## config.mk

```make
export PLATFORM = sky130hd
export DESIGN_NAME = trigger_event_buffer
export DESIGN_NICKNAME = d
export VERILOG_FILES = /design/src/rtl/trigger_event_buffer.sv
export SDC_FILE = /design/constraint.sdc
export NUM_CORES = 1
export LEC_CHECK = 0
export BUFFER_PORTS_ARGS = -buffer_cell sky130_fd_sc_hd__buf_4
export CORE_MARGIN = 4
export CORE_UTILIZATION = 40
export CTS_BUF_LIST = sky130_fd_sc_hd__clkbuf_16
export DETAILED_ROUTE_END_ITERATION = 8
export HOLD_SLACK_MARGIN = 0.02
export MAX_ROUTING_LAYER = met4
export PLACE_DENSITY = 0.67
export SLEW_MARGIN = 20
export SYNTH_ARGS = -nofsm -noshare
export SYNTH_HDL_FRONTEND = slang
export SYNTH_SLANG_ARGS = --single-unit
export TNS_END_PERCENT = 30
```

## constraint.sdc

```tcl
create_clock -name sampling_clk -period 3.3 [get_ports sampling_clk]
set_clock_uncertainty 0.05 [all_clocks]
set_input_delay 0.33 -clock sampling_clk [delete_from_list [all_inputs] [get_ports sampling_clk]]
set_output_delay 0.33 -clock sampling_clk [all_outputs]
set_load 0.02 [all_outputs]
```

## src/rtl/trigger_event_buffer.sv

```systemverilog
// Trigger ID FIFO between the trigger stage and SPI readout, with a registered pop path and a saturating drop counter.
// Optional TRIGGER_TIMESTAMP_EN: each entry also carries a free-running TS_W timestamp in its MSBs.
module trigger_event_buffer #(
  parameter int ID_W   = 16,
  parameter int ADDR_W = 4,
  parameter int TS_W   = 24,
  parameter int OVF_W  = 8,
`ifdef TRIGGER_TIMESTAMP_EN
  localparam int RD_W  = TS_W + ID_W
`else
  localparam int RD_W  = ID_W
`endif
) (
  input  logic              sampling_clk,
  input  logic              reset,
  input  logic              clear,
  input  logic              wr_valid,
  input  logic [ID_W-1:0]   wr_id,
  input  logic              rd_req,
  output logic [RD_W-1:0]   rd_data,
  output logic              rd_valid,
  output logic [ADDR_W:0]   level,
  output logic [OVF_W-1:0]  overflow_count,
  output logic              interrupt
);

  typedef enum logic [1:0] {S_IDLE, S_FETCH, S_PRESENT} rd_state_e;

  rd_state_e         state_q, state_d;
  logic [ADDR_W:0]   wr_ptr_q, wr_ptr_d, rd_ptr_q, rd_ptr_d;
  logic [ADDR_W:0]   level_q, level_d;
  logic [OVF_W-1:0]  ovf_q, ovf_d;
  logic [RD_W-1:0]   rd_data_q, rd_data_d;
  logic              rd_valid_q, rd_valid_d;
  logic              int_q, int_d;
  logic [RD_W-1:0]   ram_q;
  logic [RD_W-1:0]   wr_entry;
  logic              full, empty, rd_take, do_pop, do_push;

  logic [RD_W-1:0]   mem [2**ADDR_W];

`ifdef TRIGGER_TIMESTAMP_EN
  logic [TS_W-1:0]   ts_q, ts_d;

  // Free-running stamp; deliberately untouched by clear.
  always_comb ts_d = ts_q + 1'b1;

  always_ff @(posedge sampling_clk or negedge reset) begin
    if (!reset) ts_q <= '0;
    else        ts_q <= ts_d;
  end

  assign wr_entry = {ts_q, wr_id};
`else
  assign wr_entry = wr_id;
`endif

  assign full    = (wr_ptr_q[ADDR_W] != rd_ptr_q[ADDR_W]) &&
                   (wr_ptr_q[ADDR_W-1:0] == rd_ptr_q[ADDR_W-1:0]);
  assign empty   = (wr_ptr_q == rd_ptr_q);
  assign rd_take = rd_req && !clear && (state_q != S_FETCH);
  assign do_pop  = rd_take && !empty;
  // A pop in the same cycle frees the slot, so a full FIFO still accepts the write.
  assign do_push = wr_valid && !clear && (!full || do_pop);

  // NOTE: storage has no reset; rd_valid and level gate every read, so stale contents are never observed.
  always_ff @(posedge sampling_clk) begin
    if (do_push) mem[wr_ptr_q[ADDR_W-1:0]] <= wr_entry;
    if (do_pop)  ram_q <= mem[rd_ptr_q[ADDR_W-1:0]];
  end

  // NOTE: every _d gets its hold value first, so no path through this block can infer a latch.
  always_comb begin
    state_d    = state_q;
    wr_ptr_d   = wr_ptr_q;
    rd_ptr_d   = rd_ptr_q;
    level_d    = level_q;
    ovf_d      = ovf_q;
    rd_data_d  = rd_data_q;
    rd_valid_d = rd_valid_q;

    if (clear) begin
      state_d    = S_IDLE;
      wr_ptr_d   = '0;
      rd_ptr_d   = '0;
      level_d    = '0;
      ovf_d      = '0;
      rd_data_d  = '0;
      rd_valid_d = 1'b0;
    end else begin
      if (do_push)                       wr_ptr_d = wr_ptr_q + 1'b1;
      else if (wr_valid && ovf_q != '1)  ovf_d    = ovf_q + 1'b1;
      if (do_pop)                        rd_ptr_d = rd_ptr_q + 1'b1;

      unique case ({do_push, do_pop})
        2'b10:   level_d = level_q + 1'b1;
        2'b01:   level_d = level_q - 1'b1;
        default: level_d = level_q;
      endcase

      unique case (state_q)
        S_FETCH: begin
          rd_data_d  = ram_q;
          rd_valid_d = 1'b1;
          state_d    = S_PRESENT;
        end
        default: begin
          if (rd_take) begin
            rd_valid_d = 1'b0;
            if (!empty) begin
              state_d = S_FETCH;
            end else begin
              rd_data_d = '0;
              state_d   = S_IDLE;
            end
          end
        end
      endcase
    end

    int_d = (level_d == '0);
  end

  // NOTE: sequential state uses non-blocking assignments only, so every flop samples pre-edge values.
  always_ff @(posedge sampling_clk or negedge reset) begin
    if (!reset) begin
      state_q    <= S_IDLE;
      wr_ptr_q   <= '0;
      rd_ptr_q   <= '0;
      level_q    <= '0;
      ovf_q      <= '0;
      rd_data_q  <= '0;
      rd_valid_q <= 1'b0;
      int_q      <= 1'b1;
    end else begin
      state_q    <= state_d;
      wr_ptr_q   <= wr_ptr_d;
      rd_ptr_q   <= rd_ptr_d;
      level_q    <= level_d;
      ovf_q      <= ovf_d;
      rd_data_q  <= rd_data_d;
      rd_valid_q <= rd_valid_d;
      int_q      <= int_d;
    end
  end

  assign rd_data        = rd_data_q;
  assign rd_valid       = rd_valid_q;
  assign level          = level_q;
  assign overflow_count = ovf_q;
  assign interrupt      = int_q;

endmodule

```

Yosys cells after proc, flatten, opt, wreduce, memory -nomap -nowiden
Memories as Yosys holds them, arrays and structs flattened. A register that Yosys moved wholly into a read port is not among the register bits.
Cells that the tools add are included.
{"block": "word_totals", "register_bits": 43, "latchBits": 0, "ram_bits": 256, "romBits": 0, "input_bits": 21, "output_inout_bits": 31, "word_cells": 64, "n_memories": 1}
{"memory": "mem", "words": 16, "width": 16, "rd": 1, "rd_ports_with_merged_regs": 1, "wr": 1, "line_no": "40", "text": "logic [RD_W-1:0] mem [2**ADDR_W];"}
{"block": "classes", "addsub": 5, "n_mul": 0, "n_div": 0, "n_lt_le_gt_ge": 0, "eq_ne": 9, "shifts": 0, "n_mux": 22, "bitwise_logic": 0, "reduce_logical": 19}
{"op": "16-bit 2-to-1 mux", "n": 4}
{"op": "5-bit 2-to-1 mux", "n": 5}
{"op": "8-bit 2-to-1 mux", "n": 3}
{"op": "5-bit by 1-bit adder with 5-bit output, second input constant", "n": 3}
{"op": "5-bit case mux with 2 select lines", "n": 1}
{"op": "8-bit by 1-bit adder with 8-bit output, second input constant", "n": 1}
{"op": "8-bit != test, second input constant", "n": 1}
{"op": "1-bit logical AND", "n": 7}
{"op": "1-bit 2-to-1 mux", "n": 6}
{"op": "2-bit 2-to-1 mux", "n": 3}
{"op": "2-bit nonzero test", "n": 3}
{"op": "3-bit nonzero test", "n": 2}
{"op": "5-bit equality test", "n": 1}
{"op": "5-bit zero test", "n": 1}
{"op": "5-bit by 1-bit subtractor with 5-bit output, second input constant", "n": 1}
{"op": "2-bit by 1-bit equality test with 1-bit output, second input constant", "n": 2}
{"op": "4-bit equality test", "n": 1}
{"op": "2-bit AND reduction", "n": 2}
{"op": "1-bit zero test", "n": 3}
{"op": "2-bit equality test, second input constant", "n": 1}
{"op": "2-bit by 1-bit != test with 1-bit output, second input constant", "n": 1}
{"op": "2-bit != test, second input constant", "n": 1}
{"op": "1-bit logical OR", "n": 1}
{"op": "1-bit != test", "n": 1}

Depth between registers and ports, before layout
Gate-level depths: netlist of run 1.
{"block": "logic_depth", "ltp_word": 10, "mapped_depth": 13, "ltp_nobuf": 12}

Least setup slack after synthesis of run 1
No wires, ideal clock.
{"block": "synth_path", "path_type": "reg-to-reg", "from": "register rd_ptr_q[3]", "to": "register int_q, in the netlist interrupt", "arrival_ns": 2.989, "t_required_ns": 3.177, "setup_slack_ns": 0.188, "stages_incl_launch_ff": 13, "n_path_buf": 1, "period_less_slack_ns": 3.112, "path_cell_list": "dfrtp_1 -> buf_4 -> xor2_1 -> nor4_4 -> a21oi_2 -> nand2_1 -> fa_1 -> nand2b_1 -> a21oi_1 -> nor2b_1 -> a22oi_1 -> mux2i_1 -> a21oi_1"}
{"block": "synth_via", "elab_chain_cells": 9, "elab_cells_between_ends": 13, "classes_between": "eq/ne: 4; mux: 2; reduce/logical: 7"}
{"item": "from (decl)", "line_no": "30", "text": "logic [ADDR_W:0] wr_ptr_q, wr_ptr_d, rd_ptr_q, rd_ptr_d;"}
{"item": "from (signal assigned)", "line_no": "138", "text": "rd_ptr_q <= rd_ptr_d;"}
{"item": "5-bit equality test (*)", "line_no": "60", "text": "assign empty = (wr_ptr_q == rd_ptr_q);"}
{"item": "1-bit zero test (*)"}
{"item": "1-bit logical AND (*)", "line_no": "62", "text": "assign do_pop = rd_take && !empty;"}
{"item": "via do_pop", "line_no": "38", "text": "logic full, empty, rd_take, do_pop, do_push;"}
{"item": "1-bit logical OR", "line_no": "64", "text": "assign do_push = wr_valid && !clear && (!full || do_pop);"}
{"item": "1-bit logical AND", "line_no": "64"}
{"item": "2-bit by 1-bit equality test with 1-bit output / 2-bit equality test (equally long branches)", "line_no": "95", "text": "unique case ({do_push, do_pop})"}
{"item": "5-bit case mux with 2 select lines (*)", "line_no": "95"}
{"item": "5-bit 2-to-1 mux (*)", "line_no": "82", "text": "if (clear) begin"}
{"item": "via level_d[4]", "line_no": "31", "text": "logic [ADDR_W:0] level_q, level_d;"}
{"item": "5-bit zero test (*)", "line_no": "121", "text": "int_d = (level_d == '0);"}
{"item": "via int_d", "line_no": "35", "text": "logic int_q, int_d;"}
{"item": "to (signal assigned)", "line_no": "143", "text": "int_q <= int_d;"}
{"item": "to (decl)", "line_no": "35"}
The timed path passes the listed nets; every way through them passes the cells marked *.
A chain may end at the register's enable or synchronous reset.

Final worst setup path of run 1
{"block": "layout_path", "from": "register wr_ptr_q[2]", "to": "register int_q, in the netlist interrupt"}
{"block": "layout_via", "elab_chain_cells": 9, "elab_cells_between_ends": 13, "classes_between": "eq/ne: 4; mux: 2; reduce/logical: 7"}
{"item": "from (decl)", "line_no": "30"}
{"item": "from (signal assigned)", "line_no": "137", "text": "wr_ptr_q <= wr_ptr_d;"}
{"item": "5-bit equality test (*)", "line_no": "60"}
{"item": "1-bit zero test (*)"}
{"item": "1-bit logical AND (*)", "line_no": "62"}
{"item": "via do_pop", "line_no": "38"}
{"item": "1-bit logical OR", "line_no": "64"}
{"item": "1-bit logical AND", "line_no": "64"}
{"item": "2-bit by 1-bit equality test with 1-bit output / 2-bit equality test (equally long branches)", "line_no": "95"}
{"item": "5-bit case mux with 2 select lines (*)", "line_no": "95"}
{"item": "5-bit 2-to-1 mux (*)", "line_no": "82"}
{"item": "via level_d[4]", "line_no": "31"}
{"item": "5-bit zero test (*)", "line_no": "121"}
{"item": "via int_d", "line_no": "35"}
Marks and branches as above.

==> results of run 1 <==
## layer usage
layer | vias to the layer above | part of all wire | track usage
li1 | 2567 | - | -
met1 | 3045 | 0.42 | 0.2035
met2 | 157 | 0.51 | 0.2505
met3 | 39 | 0.057 | 0.02400
met4 | 0 | 0.016 | 0.03039
met5 | - | 0 | -
## cell type report
type / instances / share of cell area
clock buffer: 31 / 0.05382
multi-input combinational: 233 / 0.2022
timing repair buffer: 96 / 0.05295
inverter: 5 / 0.001302
clock inverter: 27 / 0.01589
tap: 390 / 0.03385
sequential: 314 / 0.6400
## worst register-to-register path: cells and delay by family (launching register included)
family                     cells  cell delay, ns
AOI/OAI and AO/OA              4            0.49
xor gates and xnor gates       1            0.25
adders and majority gates      1            0.35
buffers and inverters          1            0.11
DFF                            1            0.53
muxes                          1            0.25
and+or+nand+nor                4            0.80
## registers in the layout (all words and copies together) (netlist names)
register and flops:
wr_ptr_q 5, ram_q 16, rd_data 16, interrupt 1, overflow_count 8, level 5
rd_ptr_q 5, mem 256, state_q 2
## path summary, 6_finish.rpt
path                            cells past startpoint                      end               startpoint  slack (ns)
worst max-delay path                               12      interrupt$_DFF_PN1_  wr_ptr_q[2]$_DFFE_PN0P_        0.41
worst min-delay path                                1    mem[13][15]$_DFFE_PP_                wr_id[15]        0.04
worst max register to register                     12      interrupt$_DFF_PN1_  wr_ptr_q[2]$_DFFE_PN0P_        0.41
worst min register to register                      1   rd_data[5]$_DFFE_PN0P_       ram_q[5]$_DFFE_PP_        0.41
max in group asynchronous                           2  rd_ptr_q[0]$_DFFE_PN0P_                    reset        2.53
min in group asynchronous                           2       level[3]$_DFF_PN0_                    reset        0.26
## stage by stage
| step | instance area (sq um) | worst slack (ns) | cells |
|---|---|---|---|
| final | 14410 | 0.4056 | 1096 |
| after global routing | 14410 | 0.2374 | 1096 |
| after CTS | 14400 | 0.4348 | 1095 |
| after detailed placement | 13290 | 0.4779 | 1026 |
| after global placement | 13290 | 0.5690 | 1026 |
| after floorplan | 12250 | 0.1884 | 578 |
## power breakdown
part	switching (mW)	total [mW]	internal, mW
clock network	1.42	3.43	2.01
registers	0.0393	4.43	4.39
logic	0.277	0.517	0.240
## logic make-up (layout without fill, tap and decap cells)
kind of cell	after synthesis	in the layout
muxes	88	88
buffers and inverters	31	159
and+or+nand+nor	82	82
xor gates and xnor gates	23	23
adders and majority gates	10	10
DFF	314	314
AOI/OAI and AO/OA	30	30
## synthesized netlist by cell type, types with 2 or more instances
cell type,instances
sky130_fd_sc_hd__edfxtp_1,272
sky130_fd_sc_hd__a21oi_1,4
sky130_fd_sc_hd__nand2_1,13
sky130_fd_sc_hd__buf_2,7
sky130_fd_sc_hd__nand4_1,7
sky130_fd_sc_hd__clkbuf_1,14
sky130_fd_sc_hd__mux4_2,80
sky130_fd_sc_hd__and3_1,2
sky130_fd_sc_hd__nor3_1,4
sky130_fd_sc_hd__a22o_1,16
sky130_fd_sc_hd__inv_1,5
sky130_fd_sc_hd__a31oi_1,2
sky130_fd_sc_hd__mux2i_1,7
sky130_fd_sc_hd__buf_4,2
sky130_fd_sc_hd__nor2b_1,3
sky130_fd_sc_hd__nand2b_1,8
sky130_fd_sc_hd__dfrtp_1,41
sky130_fd_sc_hd__nand3b_1,2
sky130_fd_sc_hd__xnor2_1,8
sky130_fd_sc_hd__ha_1,9
sky130_fd_sc_hd__xor2_1,14
sky130_fd_sc_hd__buf_1,2
sky130_fd_sc_hd__nor2_1,36
sky130_fd_sc_hd__nand3_1,2
## what timing repair did
| action | CTS | global route |
|---|---|---|
| hold buffers | 11 | 1 |
| resized for setup | 0 | 0 |
| hold endpoints to repair | 160 | 16 |
==> reports/metrics.cfg, run 1 <==
[outcome]
outcome=completed

[floorplan]
num_rows=63
num_io_pins=52
total_die_area_sq_um=33490
effective_utilization_at_floorplan=0.4089
die_w_um=183.0
core_sq_um=29950
chip_height_um=183.0

[critical_path]
worst_setup_end_kind=register
critical_path_arrival_ns=3.32
crit_buf_inv=1
cp_max_fo=10
critical_path.cell_chain=xor2_1 -> nor4_4 -> a21oi_2 -> nand2_1 -> inv_1 -> ha_1 -> nand2b_1 -> a21oi_1 -> nor2b_1 -> a22oi_1 -> mux2i_1 -> a21oi_1
worstPathRequired_ns=3.72
timing.critical_path.mode_cell=sky130_fd_sc_hd__a21oi_1
cpMaxStageDelayCell=sky130_fd_sc_hd__dfrtp_1
cp_top_family=simple AND/OR/NAND/NOR gates
critPathMaxStageDelay_ns=0.53
critPathLaunchType=register
worst-setup-path-type=register to register

[yosys]
yosys_register_bits=314
synth.top_cell.area_share=0.6668
ys_dominant_reg_cell=sky130_fd_sc_hd__edfxtp_1
syn-cell-area_sq_um=12250
yosys-mux-area-fraction=0.1540
synth_compound_area_frac=0.01951
synth-async-reset-ratio=0.1338
yosys.area_share.adder=0.01083
synth-xor-area-share=0.01706
synth_cells=578
synth_simple_gate_area_share=0.03442
seq_area_frac_synth=0.7527
yosysUniqueCellTypes=42
yosys-top-cells-area=sky130_fd_sc_hd__edfxtp_1 (67%), sky130_fd_sc_hd__mux4_2 (15%), sky130_fd_sc_hd__dfrtp_1 (8.4%), sky130_fd_sc_hd__a22o_1 (1.1%), sky130_fd_sc_hd__nor2_1 (1.1%)
synth-warning-count=0
synth_nets=609
syn-mean-instance-area_sq_um=21.19
synth_edf_count=272
synth_top_area_cell=sky130_fd_sc_hd__edfxtp_1
main_combinational_cell_family_by_area_after_synthesis=multiplexers

[clocking]
htree_levels=1
clk_path_buf_depth=3
tritoncts_clock_tree=done
cts-root-buf=sky130_fd_sc_hd__clkbuf_16
cts_inserted_buffers=31
tritoncts_num_sinks=314
postCtsSetupRepairBufs=0
insertion_delay_ns=0.55
cts.clk_slew.worst_paths_ns=0.06

[timing]
worst_pin_slew_ns=0.9734
timing_hold_violations_final=0
timing.slew.headroom=0.3510
final.setup.tns_ns=0
final.min_clock_period_ns=2.894
grt_setup_unrepaired=false
period_share=0.8771
whs_ns=0.03733
drv_slew=0
setup_violations=0
fmax_mhz=345.5

[routing]
postRouteAntennaNets=0
drt_pass_1_iters=4
dr.first_iter.drc_count=459
detail_route.drc_violations=0
wire_per_inst_um=22.30
drt-vias-per-instance=5.299
routed_wl_um=24440
dr_total_vias=5808

[global_route]
global_route.usage.total=0.1517
global_route_wire_length_before_repair_um=38050
maximum_number_of_pins_on_one_net_before_global_route_repair=68
grt_antenna_before_repair=0
first_global_vias=6180
overflow=0

[place]
gpl.final_weighted_congestion=0.8363
numPortBuffers=51
post_dp_hpwl_um=14420

[cells_and_area]
mostFrequentLayoutCells=sky130_fd_sc_hd__edfxtp_1 (272), sky130_fd_sc_hd__buf_4 (83), sky130_fd_sc_hd__mux4_2 (80)
register_area_sq_um=9225
layout.core_utilization=0.4812
multi_input_comb_area_sq_um=2914
nets=712
syn_to_final_growth_pct=17.67
n_fill_cell=2435
drive_gt1_frac=0.3159
layout_commonest_cell=sky130_fd_sc_hd__edfxtp_1
antenna_cells=0

[pwr]
p_total_mw=8.375
powerDensity_nw_per_um2=581.1
power.leakage_nw=4.922
ir_drop_v=0.0003897

[flow_run]
maximum_capacitance_violations=0

[hold_path]
min-delay-path-class=input pin to register

No activity file was read; power rests on OpenSTA's default activity.
==> inputs of run 2 (changes only) <==
Settings changed: ABC_AREA from default to 1.
==> run 2 against run 1 <==
Effect of this change: sequential cell count is the same; sequential power about the same; wire length grew 25%; cell count grew 36%; critical path type unchanged; first-iteration DRC count grew 130%; worst hold slack improved by 0.055 ns; non-clock buffer count down 20; synthesized cell count increased by 75%; design area increased by 1.5%; synthesized area up 3.1%; setup slack improved by 0.27 ns.
==> reports/metrics.cfg, run 2 <==
[outcome]
outcome=completed

[critical_path]
worstSetupStartpoint=rd_ptr_q[0]$_DFFE_PN0P_
worst_setup_end_kind=register
cp_max_fo=5
crit-reg2reg-launch=rd_ptr_q[0]$_DFFE_PN0P_
worstPathRequired_ns=3.69
cp_top_family=simple AND/OR/NAND/NOR gates
critical_path.cell_chain=clkinv_2 -> nand2_1 -> nand2_1 -> nor2_2 -> nand3_4 -> nand3_1 -> inv_1 -> ha_1 -> inv_1 -> nor2_1 -> nor2_1 -> o21bai_1 -> inv_1 -> nand2_1 -> nand2_1 -> nor2_1 -> nand2_1 -> nand2_1 -> nor2_2 -> nor2_1
critical_path_arrival_ns=3.01
critPathMaxStageDelay_ns=0.46
crit_buf_inv=4
timing.critical_path.mode_cell=sky130_fd_sc_hd__nand2_1
cpMaxStageDelayCell=sky130_fd_sc_hd__dfrtp_4
critPathLaunchType=register
worst-setup-path-type=register to register

[yosys]
synth.most_common_cell=sky130_fd_sc_hd__edfxtp_1
synth.top_cell.area_share=0.6469
seq_area_frac_synth=0.7303
synth_nets=1044
syn-mean-instance-area_sq_um=12.46
synth_top_area_cell=sky130_fd_sc_hd__edfxtp_1
yosysUniqueCellTypes=36
yosys.area_share.adder=0.01050
main_combinational_cell_family_by_area_after_synthesis=simple AND/OR/NAND/NOR gates
yosys-top-cells-area=sky130_fd_sc_hd__edfxtp_1 (65%), sky130_fd_sc_hd__dfrtp_1 (8.1%), sky130_fd_sc_hd__o21ai_0 (6.0%), sky130_fd_sc_hd__nor2_1 (4.8%), sky130_fd_sc_hd__nand2_1 (2.5%)
synth_simple_gate_area_share=0.1121
ys_top_cells_by_count=sky130_fd_sc_hd__edfxtp_1 (272), sky130_fd_sc_hd__nor2_1 (161), sky130_fd_sc_hd__o21ai_0 (152)
synth_edf_count=272
synth_cells=1013
synth-warning-count=0
synth_compound_area_frac=0.1098
yosys_register_bits=314
yosys-mux-area-fraction=0
synth-async-reset-ratio=0.1338
synth-xor-area-share=0.002081
ys_dominant_reg_cell=sky130_fd_sc_hd__edfxtp_1
syn-cell-area_sq_um=12630

[cells_and_area]
largest_reg_flops=256
syn_to_final_growth_pct=15.85
register_area_sq_um=9225
multi_input_comb_area_sq_um=2998
layout_commonest_cell=sky130_fd_sc_hd__edfxtp_1
nets=1099
mostFrequentLayoutCells=sky130_fd_sc_hd__edfxtp_1 (272), sky130_fd_sc_hd__o21ai_0 (152), sky130_fd_sc_hd__nor2_1 (146)
n_fill_cell=2692
stdcell_count=1489
drive_gt1_frac=0.1502
fin_area_sq_um=14630

[routing]
routed_wl_um=30530
wire_per_inst_um=20.50
drt_pass_1_iters=5
drt-vias-per-instance=5.520
dr.first_iter.drc_count=1033
detail_route.drc_violations=0
postRouteAntennaNets=0
dr_total_vias=8219

[floorplan]
chip_height_um=185.7
effective_utilization_at_floorplan=0.4095
die_w_um=185.7
num_rows=64
total_die_area_sq_um=34470
core_sq_um=30830
num_io_pins=52

[clocking]
cts_inserted_buffers=34
clk_path_buf_depth=3
htree_levels=2
tritoncts_clock_tree=done
post_cts_resized=0
insertion_delay_ns=0.53
cts.hold.buffers_added=2
tritoncts_num_sinks=314
cts-root-buf=sky130_fd_sc_hd__clkbuf_16
cts.clk_slew.worst_paths_ns=0.06
postCtsSetupRepairBufs=0

[timing]
period_share=0.7953
setup_violations=0
timing.slew.headroom=0.3094
fmax_mhz=381.0
worst_pin_slew_ns=1.032
timing_hold_violations_final=0
final.setup.tns_ns=0
final.min_clock_period_ns=2.625
grt_setup_unrepaired=false
drv_slew=0

[pwr]
p_total_mw=8.947
power.leakage_nw=5.167
power_frac_seq=0.498
powerDensity_nw_per_um2=611.7
net-switching-power_mw=2.126
p_int_mw=6.821
clockPowerShare=0.411
ir_drop_v=0.0003018
power.share.switching=0.2376
comb_pwr_share=0.091

[hold_path]
hold_path.startpoint=wr_id[1]
min-delay-path-class=input pin to register

[global_route]
grt_antenna_before_repair=1
maximum_number_of_pins_on_one_net_before_global_route_repair=131
overflow=0
global_route_wire_length_before_repair_um=46400
first_global_vias=7761
global_route.usage.total=0.1806

[place]
numPortBuffers=51
place_area_sq_um=13520
gpl.final_weighted_congestion=0.8864
dp.cells=1426
post_dp_hpwl_um=17990

[flow_run]
maximum_capacitance_violations=0

-- run 2: cells by family after synthesis --
family	Yosys count
buffers and inverters	115
xor gates and xnor gates	3
adders and majority gates	10
and+or+nand+nor	329
DFF	314
AOI/OAI and AO/OA	242
-- run 2: stage by stage --
step | hold slack, ns | setup WS, ns | utilization
3_3_place_gp | 0.3059 | 0.7577 | 0.4385
4_1_cts | 0.08466 | 0.6598 | 0.4744
5_1_grt | 0.1049 | 0.3236 | 0.4744
6_report | 0.09251 | 0.6753 | 0.4744
3_5_place_dp | 0.3080 | 0.7036 | 0.4385
2_1_floorplan | -0.01559 | 0.9760 | -
-- run 2: layout make-up --
class                           instances  share of cell area
Inverter                               58             0.01497
Multi-Input combinational cell        584              0.2050
Clock buffer                           35             0.05988
Sequential cell                       314              0.6307
Clock inverter                         25             0.01437
Timing Repair Buffer                   76             0.04106
Antenna cell                            1           0.0001711
Tap cell                              396             0.03388
-- run 2: worst reg2reg max path: cells and delay by family (launching register included) --
| family | cells | cell delay (ns) |
|---|---|---|
| adder cells (fa/ha/maj) | 1 | 0.31 |
| buffers and inverters | 4 | 0.31 |
| AND/OR/NAND/NOR | 14 | 1.26 |
| flip-flops | 1 | 0.46 |
| AO/OA/AOI/OAI | 1 | 0.16 |
-- run 2: final timing paths --
path                                                      end  slack, ns  cells after the start
worst max-delay path                      interrupt$_DFF_PN1_       0.68                     20
worst min-delay path                      mem[1][1]$_DFFE_PP_       0.09                      1
worst min register to register         rd_data[4]$_DFFE_PN0P_       0.43                      2
min in group asynchronous       overflow_count[2]$_DFFE_PN0P_       0.31                      2
worst max register to register            interrupt$_DFF_PN1_       0.68                     20
max in group asynchronous             rd_ptr_q[0]$_DFFE_PN0P_       2.46                      2
-- run 2: layer usage --
layer	global-route usage	vias up	part of all wire
li1	-	3778	-
met1	0.2624	4052	0.44
met2	0.2661	349	0.46
met3	0.03264	40	0.085
met4	0.04576	0	0.021
met5	-	-	0
-- run 2: power by group through the flow --
stage | combinational [mW] | sequential, mW | clock, mW
after CTS | 0.822 | 4.45 | 3.75
after global routing | 0.902 | 4.46 | 3.92
after global placement | 0.804 | 4.53 | 0
final | 0.817 | 4.45 | 3.68
after floorplan | 0.447 | 4.56 | 0
after detailed placement | 0.814 | 4.53 | 0
